<file path="config.mk">
export PLATFORM = sky130hd
export DESIGN_NAME = instr_encoder
export DESIGN_NICKNAME = d
export VERILOG_FILES = /design/src/rtl/mips_pkg.sv /design/src/rtl/instr_word_enc.sv /design/src/rtl/instr_encoder.sv
export SDC_FILE = /design/constraint.sdc
export NUM_CORES = 1
export LEC_CHECK = 0
export ABC_AREA = 1
export BUFFER_PORTS_ARGS = -buffer_cell sky130_fd_sc_hd__buf_2
export CAP_MARGIN = 20
export CORE_MARGIN = 1
export CORE_UTILIZATION = 38
export CTS_CLUSTER_DIAMETER = 200
export CTS_CLUSTER_SIZE = 20
export DETAILED_ROUTE_END_ITERATION = 6
export MAX_ROUTING_LAYER = met4
export PLACE_DENSITY = 0.63
export SYNTH_ARGS = -nofsm -noshare
export SYNTH_HDL_FRONTEND = slang
export SYNTH_SLANG_ARGS = --single-unit
</file>
<file path="constraint.sdc">
create_clock -name clk -period 2 [get_ports clk]
set_clock_uncertainty 0.05 [all_clocks]
set_input_delay 0.6 -clock clk [delete_from_list [all_inputs] [get_ports clk]]
set_output_delay 0.6 -clock clk [all_outputs]
set_load 0.01 [all_outputs]
</file>
<file path="src/rtl/mips_pkg.sv">
// MIPS subset constants: op_sel encoding, opcodes, functs,
// encoder FSM states and field bundle.
package mips_pkg;

  typedef enum logic [3:0] {
    OP_LW   = 4'd0,
    OP_SW   = 4'd1,
    OP_ADDI = 4'd2,
    OP_ANDI = 4'd3,
    OP_ORI  = 4'd4,
    OP_ADD  = 4'd5,
    OP_SUB  = 4'd6,
    OP_AND  = 4'd7,
    OP_OR   = 4'd8,
    OP_SLT  = 4'd9,
    OP_SLL  = 4'd10,
    OP_SRL  = 4'd11,
    OP_BEQ  = 4'd12,
    OP_BNE  = 4'd13
  } op_sel_e;

  localparam logic [5:0] OPC_RTYPE = 6'b000000;
  localparam logic [5:0] OPC_LW    = 6'b100011;
  localparam logic [5:0] OPC_SW    = 6'b101011;
  localparam logic [5:0] OPC_ADDI  = 6'b001000;
  localparam logic [5:0] OPC_ANDI  = 6'b001100;
  localparam logic [5:0] OPC_ORI   = 6'b001101;
  localparam logic [5:0] OPC_BEQ   = 6'b000100;
  localparam logic [5:0] OPC_BNE   = 6'b000101;

  localparam logic [5:0] FN_ADD = 6'b100000;
  localparam logic [5:0] FN_SUB = 6'b100010;
  localparam logic [5:0] FN_AND = 6'b100100;
  localparam logic [5:0] FN_OR  = 6'b100101;
  localparam logic [5:0] FN_SLT = 6'b101010;
  localparam logic [5:0] FN_SLL = 6'b000000;
  localparam logic [5:0] FN_SRL = 6'b000010;

  localparam logic [7:0] ADDR_LAST = 8'hFF;

  typedef enum logic [1:0] {
    ST_IDLE = 2'd0,
    ST_LOAD = 2'd1,
    ST_FULL = 2'd2
  } enc_state_e;

  typedef struct packed {
    logic [4:0]  rs;
    logic [4:0]  rt;
    logic [4:0]  rd;
    logic [4:0]  shamt;
    logic [15:0] imm;
  } instr_fields_t;

  function automatic logic [31:0] i_word(
    input logic [5:0]  opc,
    input logic [4:0]  rs,
    input logic [4:0]  rt,
    input logic [15:0] imm
  );
    return {opc, rs, rt, imm};
  endfunction

  function automatic logic [31:0] r_word(
    input logic [4:0] rs,
    input logic [4:0] rt,
    input logic [4:0] rd,
    input logic [4:0] sh,
    input logic [5:0] fn
  );
    return {OPC_RTYPE, rs, rt, rd, sh, fn};
  endfunction

endpackage

</file>
<file path="src/rtl/instr_word_enc.sv">
// Combinational field-to-word mapping for the MIPS subset.
// Arithmetic R-types drop shamt; shifts drop rs.
module instr_word_enc
  import mips_pkg::*;
(
  input  logic [3:0]    op_sel,
  input  instr_fields_t f,
  output logic [31:0]   word,
  output logic          legal
);

  always_comb begin
    word  = '0;
    legal = 1'b1;
    unique case (1'b1)
      (op_sel == OP_LW):
        word = i_word(OPC_LW, f.rs, f.rt, f.imm);
      (op_sel == OP_SW):
        word = i_word(OPC_SW, f.rs, f.rt, f.imm);
      (op_sel == OP_ADDI):
        word = i_word(OPC_ADDI, f.rs, f.rt, f.imm);
      (op_sel == OP_ANDI):
        word = i_word(OPC_ANDI, f.rs, f.rt, f.imm);
      (op_sel == OP_ORI):
        word = i_word(OPC_ORI, f.rs, f.rt, f.imm);
      (op_sel == OP_ADD):
        word = r_word(f.rs, f.rt, f.rd, 5'd0, FN_ADD);
      (op_sel == OP_SUB):
        word = r_word(f.rs, f.rt, f.rd, 5'd0, FN_SUB);
      (op_sel == OP_AND):
        word = r_word(f.rs, f.rt, f.rd, 5'd0, FN_AND);
      (op_sel == OP_OR):
        word = r_word(f.rs, f.rt, f.rd, 5'd0, FN_OR);
      (op_sel == OP_SLT):
        word = r_word(f.rs, f.rt, f.rd, 5'd0, FN_SLT);
      (op_sel == OP_SLL):
        word = r_word(5'd0, f.rt, f.rd, f.shamt, FN_SLL);
      (op_sel == OP_SRL):
        word = r_word(5'd0, f.rt, f.rd, f.shamt, FN_SRL);
      (op_sel == OP_BEQ):
        word = i_word(OPC_BEQ, f.rs, f.rt, f.imm);
      (op_sel == OP_BNE):
        word = i_word(OPC_BNE, f.rs, f.rt, f.imm);
      default:
        legal = 1'b0;
    endcase
  end

endmodule

</file>
<file path="src/rtl/instr_encoder.sv">
// Instruction-memory loader: encodes fields and writes
// one word per cycle into a 256-word memory.
module instr_encoder
  import mips_pkg::*;
(
  input  logic        clk,
  input  logic        rst,
  input  logic        start,
  input  logic        finish,
  input  logic        in_valid,
  output logic        in_ready,
  input  logic [3:0]  op_sel,
  input  logic [4:0]  rs,
  input  logic [4:0]  rt,
  input  logic [4:0]  rd,
  input  logic [4:0]  shamt,
  input  logic [15:0] imm,
  output logic        mem_we,
  output logic [7:0]  mem_addr,
  output logic [31:0] mem_wdata,
  output logic [8:0]  word_count,
  output logic        done,
  output logic        err
);

  enc_state_e    state, state_nx;
  instr_fields_t fields;
  logic [7:0]    addr_q;
  logic [31:0]   word;
  logic          legal;
  logic          xfer;
  logic          wr;
  logic          ill;
  logic          sess_start;
  logic          sess_end;

  assign fields = '{
    rs:    rs,
    rt:    rt,
    rd:    rd,
    shamt: shamt,
    imm:   imm
  };

  instr_word_enc u_enc (
    .op_sel (op_sel),
    .f      (fields),
    .word   (word),
    .legal  (legal)
  );

  always_comb begin
    state_nx   = state;
    in_ready   = 1'b0;
    xfer       = 1'b0;
    sess_start = 1'b0;
    sess_end   = 1'b0;
    unique case (state)
      ST_IDLE: begin
        if (start) begin
          sess_start = 1'b1;
          state_nx   = ST_LOAD;
        end
      end
      ST_LOAD: begin
        in_ready = 1'b1;
        xfer     = in_valid;
        // finish wins the state, but the transfer still lands
        if (finish) begin
          sess_end = 1'b1;
          state_nx = ST_IDLE;
        end else if (in_valid && legal &&
                     addr_q == ADDR_LAST) begin
          state_nx = ST_FULL;
        end
      end
      ST_FULL: begin
        if (finish) begin
          sess_end = 1'b1;
          state_nx = ST_IDLE;
        end
      end
      default: state_nx = ST_IDLE;
    endcase
  end

  assign wr  = xfer & legal;
  assign ill = xfer & ~legal;

  always_ff @(posedge clk or posedge rst) begin
    if (rst) begin
      state      <= ST_IDLE;
      addr_q     <= '0;
      word_count <= '0;
      mem_we     <= 1'b0;
      mem_addr   <= '0;
      mem_wdata  <= '0;
      done       <= 1'b0;
      err        <= 1'b0;
    end else begin
      state  <= state_nx;
      mem_we <= wr;
      err    <= ill;
      done   <= sess_end;
      if (sess_start) begin
        addr_q     <= '0;
        word_count <= '0;
      end else if (wr) begin
        addr_q     <= addr_q + 8'd1;
        word_count <= word_count + 9'd1;
        mem_addr   <= addr_q;
        mem_wdata  <= word;
      end
    end
  end

endmodule

</file>
=== Word level (Yosys, flattened, before mapping) ===
Index checks and enable logic that the tools add are counted.

* Bitwise operators: 4
* Mux-type cells: 17
* Add/subtract/negate cells: 2
* Reduce and logical (&&, ||, !) cells: 9
* Eq/ne operators: 19

{| class="wikitable"
|+ Operators with widths
! cell !! number
|-
| 32-bit one-hot mux with 14 select lines || 1
|-
| 4-bit == test (second input constant) || 6
|-
| 9-bit two-way mux || 2
|-
| 4-bit by 3-bit == test with 1-bit output (second input constant) || 4
|-
| 8-bit two-way mux || 2
|-
| 14-bit OR reduction || 1
|-
| 9-bit by 1-bit adder with 9-bit output (second input constant) || 1
|-
| 8-bit by 1-bit adder with 8-bit output (second input constant) || 1
|-
| 4-bit by 2-bit == test with 1-bit output (second input constant) || 2
|-
| 8-bit == test (second input constant) || 1
|-
| 2-bit two-way mux || 4
|-
| 1-bit two-way mux || 7
|-
| 2-bit one-hot mux with 3 select lines || 1
|-
| 4-bit by 1-bit == test with 1-bit output (second input constant) || 1
|-
| 4-bit zero test || 1
|-
| 2-bit != test (second input constant) || 2
|-
| 3-bit != test (second input constant) || 1
|-
| 3-bit AND reduction || 1
|-
| 1-bit AND || 2
|-
| 2-bit by 1-bit == test with 1-bit output (second input constant) || 1
|-
| 2-bit == test (second input constant) || 1
|-
| 1-bit logical AND || 2
|-
| 2-bit zero test || 1
|-
| 1-bit NOT || 2
|-
| other kinds (3) || 3
|}

* Input port bits: 45
* Register bits: 62
* Output and inout port bits: 53
* Word-level logic and storage cells: 59

=== Depth between registers and ports, before layout ===
* Word-level depth: 8
* Mapped depth: 11
* Gate-level depth less buffers: 11

=== Cells and area by module ===
A second synthesis with hierarchy kept.

* Cells, all modules: 413
* Area, all modules: 3105.5 um^2

{| class="wikitable"
|+ Modules (own cells, without submodules)
! module !! area each (um^2) !! sequential area each (um^2) !! instances !! cells each
|-
| instr_encoder || 2655.0 || 1551.5 || 1 || 311
|-
| instr_word_enc || 450.4 || 0.0 || 1 || 102
|}

=== Worst setup path after synthesis ===
No wires, ideal clock.

* Path type: in2reg
* Start: in op_sel[1]
* End: reg mem_wdata[14]
* Path slack: 0.426 ns
* Data arrival time: 1.401 ns
* Stages on the path: 7
* Path buffers: 1
* Path through: buf_2 > nand3_2 > nand3_2 > inv_2 > or2_2 > inv_1 > a21oi_1

* Cells in the longest elaborated chain, start to end: 5

{| class="wikitable"
|+ Ends and longest elaborated chain
! element !! line !! text
|-
| start, declared || instr_encoder.sv:12 || <nowiki>input logic [3:0] op_sel,</nowiki>
|-
| 4-bit == test (tied with other cells) || instr_word_enc.sv:42 || <nowiki>(op_sel == OP_BNE):</nowiki>
|-
| 14-bit OR reduction (no source line) || - ||
|-
| 1-bit two-way mux || instr_word_enc.sv:15 || <nowiki>unique case (1'b1)</nowiki>
|-
| 1-bit AND || instr_encoder.sv:87 || <nowiki>assign wr = xfer & legal;</nowiki>
|-
| 2-bit AND reduction (no source line) || - ||
|-
| end signal, assigned || instr_encoder.sv:112 || <nowiki>mem_wdata <= word;</nowiki>
|-
| end, declared || instr_encoder.sv:20 || <nowiki>output logic [31:0] mem_wdata,</nowiki>
|}

Several ways; a longest one is shown, not always the timed one.
A chain may end at the register's enable or synchronous reset.

=== Final worst setup path ===
* Start: reg state[1]
* End: out in_ready

* Cells in the longest elaborated chain, start to end: 2

{| class="wikitable"
|+ Ends and longest elaborated chain
! element !! line !! text
|-
| start, declared || instr_encoder.sv:26 || <nowiki>enc_state_e state, state_nx;</nowiki>
|-
| start signal, assigned || instr_encoder.sv:101 || <nowiki>state <= state_nx;</nowiki>
|-
| 2-bit by 1-bit == test with 1-bit output || instr_encoder.sv:58 || <nowiki>unique case (state)</nowiki>
|-
| 1-bit two-way mux || instr_encoder.sv:58 ||
|-
| end, declared || instr_encoder.sv:11 || <nowiki>output logic in_ready,</nowiki>
|}

Every way passes these cells.

==> results.md <==
- The global-route wire length before repair is 11,000 µm.
- The floorplan step set the die width to 89.6 µm.
- The number of endpoints with negative hold slack in the final report came to 0.
- The netlist uses 33 different library cells.
- In the post-synthesis netlist, the biggest area contributors are sky130_fd_sc_hd__dfrtp_1 51%, sky130_fd_sc_hd__nand2_1 17%, sky130_fd_sc_hd__inv_1 4.4%.
- The worst setup path is launched from a register.
- The quantity of hold-fixing buffers added after cts is 0.
- The count of buffers added on input and output ports is 96.
- The estimated wirelength of the detail-placed design is 5170 µm.
- The core region area is 0.00733 mm².
- The maximum VDD drop is 0.000468 V.
- The final max-slew violation count is 0.
- Setup violations remaining at the end of the flow were counted as 0.
- The via density per instance is 4.70.
- At the end of routability-driven placement, the weighted congestion stood at 0.769.
- The synthesized design contains 0 enable-type register cells.
- The detailed router finished its first iteration with 111 violations.
- The synthesized netlist occupies a cell area of 0.00292 mm².
- The area growth from synthesis to layout is 28.0%.
- The total of cells resized after clock tree synthesis is 0.
- For the pin with the worst max-slew slack, the measured transition is 0.540 ns.
- The count of yosys warnings during synthesis is 0.
- The full die area is 0.00803 mm².
- The endpoint arrival time on the critical path is 1.19 ns.
- The period utilization is 91.9%.
- Summed over all layers, the global routing overflow is 0.
- After detailed routing, the average wire length per cell comes to 12.5 µm.
- The count of nets left with antenna violations once routing finished came out at 0.
- Counting every instance in the synthesized netlist gives 356.
- Clock tree synthesis selected as its root buffer the cell sky130_fd_sc_hd__clkbuf_8.
- Summed over all cells, the static leakage comes to 2.09 nW.
- The net count after synthesis is 406.
- For this run, asynchronously set or reset flops after synthesis account for 100%.
- Headroom to the max-slew limit came out at 63.9%.
- The pre-antenna-repair detailed-routing pass consisted of 4 iterations.
- The TritonCTS clock tree is yes.
- After synthesis, the most frequently instantiated cells are 129 x sky130_fd_sc_hd__nand2_1, 60 x sky130_fd_sc_hd__dfrtp_1, 34 x sky130_fd_sc_hd__inv_1, 25 x sky130_fd_sc_hd__nor2_1, 23 x sky130_fd_sc_hd__o21ai_0.
- The share of the synthesized area in the top cell type is 51.5%.
- The maximum net fanout on the critical path is 3.
- The tightest hold path in the finished design has a slack of 0.260 ns.
- Global routing consumed, over all layers together, 19.0% of the routing resources.
- The y dimension of the die is 89.6 µm.
- Counting cells, the worst reg-to-reg path comes to 11.
- The most frequent cell after synthesis is sky130_fd_sc_hd__nand2_1.
- Setup repair after global routing left no endpoint under its margin.
- The worst setup path is of the reg2out kind.
- The total routed wirelength is 7040 µm.
- The proportion of synthesized chip area in sequential cells is 51.5%.
- The worst path in the final design needs a cycle of 1.84 ns, including I/O delays and setup.
- Clock-pin slew was measured on the worst setup and hold paths at 0.07 ns.
- The clock reaches the later pin of the worst-skew pair after 0.33 ns.
- The kind of end point of the critical path is an output pin.
- The top-level I/O count is 98.
- Entering global routing, the biggest net connects 28 pins.
- The required time reported for the critical path endpoint is 1.35 ns.
- The register bit total from synthesis is 60.
- The buffer levels on the longest clock path is 2.
- The number of global-route vias before repair is 2,375.
- After detailed routing, the number of remaining DRC violations is 0.
- The synthesized area per cell is 8.20 µm².
- The most area-hungry cell type in the Yosys netlist is sky130_fd_sc_hd__dfrtp_1.
- The clock net in this run drives a total of 60 sinks.
- The run finished with clean final reports.
- The repair_antennas step left the layout with diodes totalling 0.
- The final-stage net count is 510.
- For this configuration, the core starts out at a cell density of 39.8%.
- Based on the critical path, the design can be clocked at up to 544 MHz.
- The number of levels in the clock H-tree is 3.
- The min-delay analysis places its worst path in the category in2async.
- Counting the buffers created by CTS gives 9.
- Max-cap violations in this run came to 0.
- The share of post-route cells with drive strength above 1 is 28.8%.
- In the final timing run, aggregate negative setup slack is 0 ns.
- The power density relative to cell area is 1260 mW/mm².
- The initial antenna violation count is 0.
- The post-CTS setup buffer count is 0.
- The floorplan has 31 rows.
- Across all layers, the routed design uses 2,653 vias.
- The leading register cell type out of synthesis is sky130_fd_sc_hd__dfrtp_1.
[registers in the layout, summed over array words and instances (netlist names)]
signal / flops
mem_wdata: 30
state: 2
addr_q: 8
mem_addr: 8
done: 1
mem_we: 1
word_count: 9
err: 1
[logic make-up after synthesis]
kind of cell,after synthesis,share of synthesized area (%)
buf+inv,50,7.98
other cells,1,0.129
flops,60,51.5
xor+xnor,1,0.300
compound gates,53,11.1
simple gates,186,26.9
fa+ha+maj,5,2.14
[critical path, cell delays in order (launching register included)]
cell,delay [ns]
sky130_fd_sc_hd__dfrtp_1,0.39
sky130_fd_sc_hd__inv_1,0.08
sky130_fd_sc_hd__ha_1,0.22
sky130_fd_sc_hd__buf_2,0.16
[where the power goes]
group,leakage (nW),internal [mW],switching [mW],total (mW)
sequential,0.777,1.62,0.238,1.86
combinational,1.20,0.687,0.947,1.63
clock,0.113,0.730,0.475,1.20
total,2.09,3.04,1.66,4.70
[worst paths after layout]
| check | from | endpoint | slack (ns) |
|---|---|---|---|
| setup reg to reg | state[1]$_DFFE_PP0P_ | addr_q[5]$_DFFE_PP0P_ | 0.28 |
| setup / recovery | state[1]$_DFFE_PP0P_ | in_ready | 0.16 |
| min in group clk | rt[1] | mem_wdata[17]$_DFFE_PP0P_ | 0.41 |
| hold / removal | rst | mem_addr[7]$_DFFE_PP0P_ | 0.26 |
| hold reg to reg | mem_wdata[4]$_DFFE_PP0P_ | mem_wdata[4]$_DFFE_PP0P_ | 0.43 |
| max in group asynchronous | rst | mem_wdata[6]$_DFFE_PP0P_ | 1.07 |
[routing by layer]
metal  global-route usage, %  share of wire [%]  vias to the layer above
met5                       -                  0                        -
met4                    7.79                1.2                        0
met3                    3.84                6.0                       10
met2                    29.3                 44                       94
met1                    24.3                 49                     1209
li1                        -                  -                     1340
[layout by cell type, fill, tap and decap left out, types with 2 or more instances in the layout]
master                        n
sky130_fd_sc_hd__nor2_1      25
sky130_fd_sc_hd__nand2_2      2
sky130_fd_sc_hd__o21bai_1     2
sky130_fd_sc_hd__a2bb2oi_1    7
sky130_fd_sc_hd__inv_1       33
sky130_fd_sc_hd__a21oi_1     12
sky130_fd_sc_hd__ha_1         5
sky130_fd_sc_hd__clkinv_2     3
sky130_fd_sc_hd__o22ai_1      2
sky130_fd_sc_hd__inv_2        3
sky130_fd_sc_hd__nand2_1    129
sky130_fd_sc_hd__bufinv_16    2
sky130_fd_sc_hd__a31oi_1      2
sky130_fd_sc_hd__o21ai_0     23
sky130_fd_sc_hd__nand4_1      5
sky130_fd_sc_hd__nor3_1       2
sky130_fd_sc_hd__buf_4        9
sky130_fd_sc_hd__dfrtp_1     60
sky130_fd_sc_hd__nand3_1     15
sky130_fd_sc_hd__nand3_2      2
sky130_fd_sc_hd__buf_2       96
sky130_fd_sc_hd__clkbuf_8    10
[cell type report]
class                           instances  area (µm²)
Sequential cell                        60        1500
Multi-Input combinational cell        246        1180
Clock buffer                           11         141
Inverter                               37         143
Tap cell                               99         124
Clock inverter                          5        75.1
Timing Repair Buffer                  106         568
Fill cell                             740        3590
[metrics by stage]
step	instances	utilization (%)	area [µm²]	setup WS, ns	power, mW
6_report	564	51.0	3740	0.162	4.70
5_1_grt	564	51.0	3740	0.0647	5.06
4_1_cts	564	51.0	3740	0.150	4.75
3_5_place_dp	548	48.0	3520	0.240	3.54
3_3_place_gp	548	48.0	3520	0.262	3.51
2_1_floorplan	356	-	2920	0.426	2.87
Note: power is estimated with default switching activity, not from simulation.
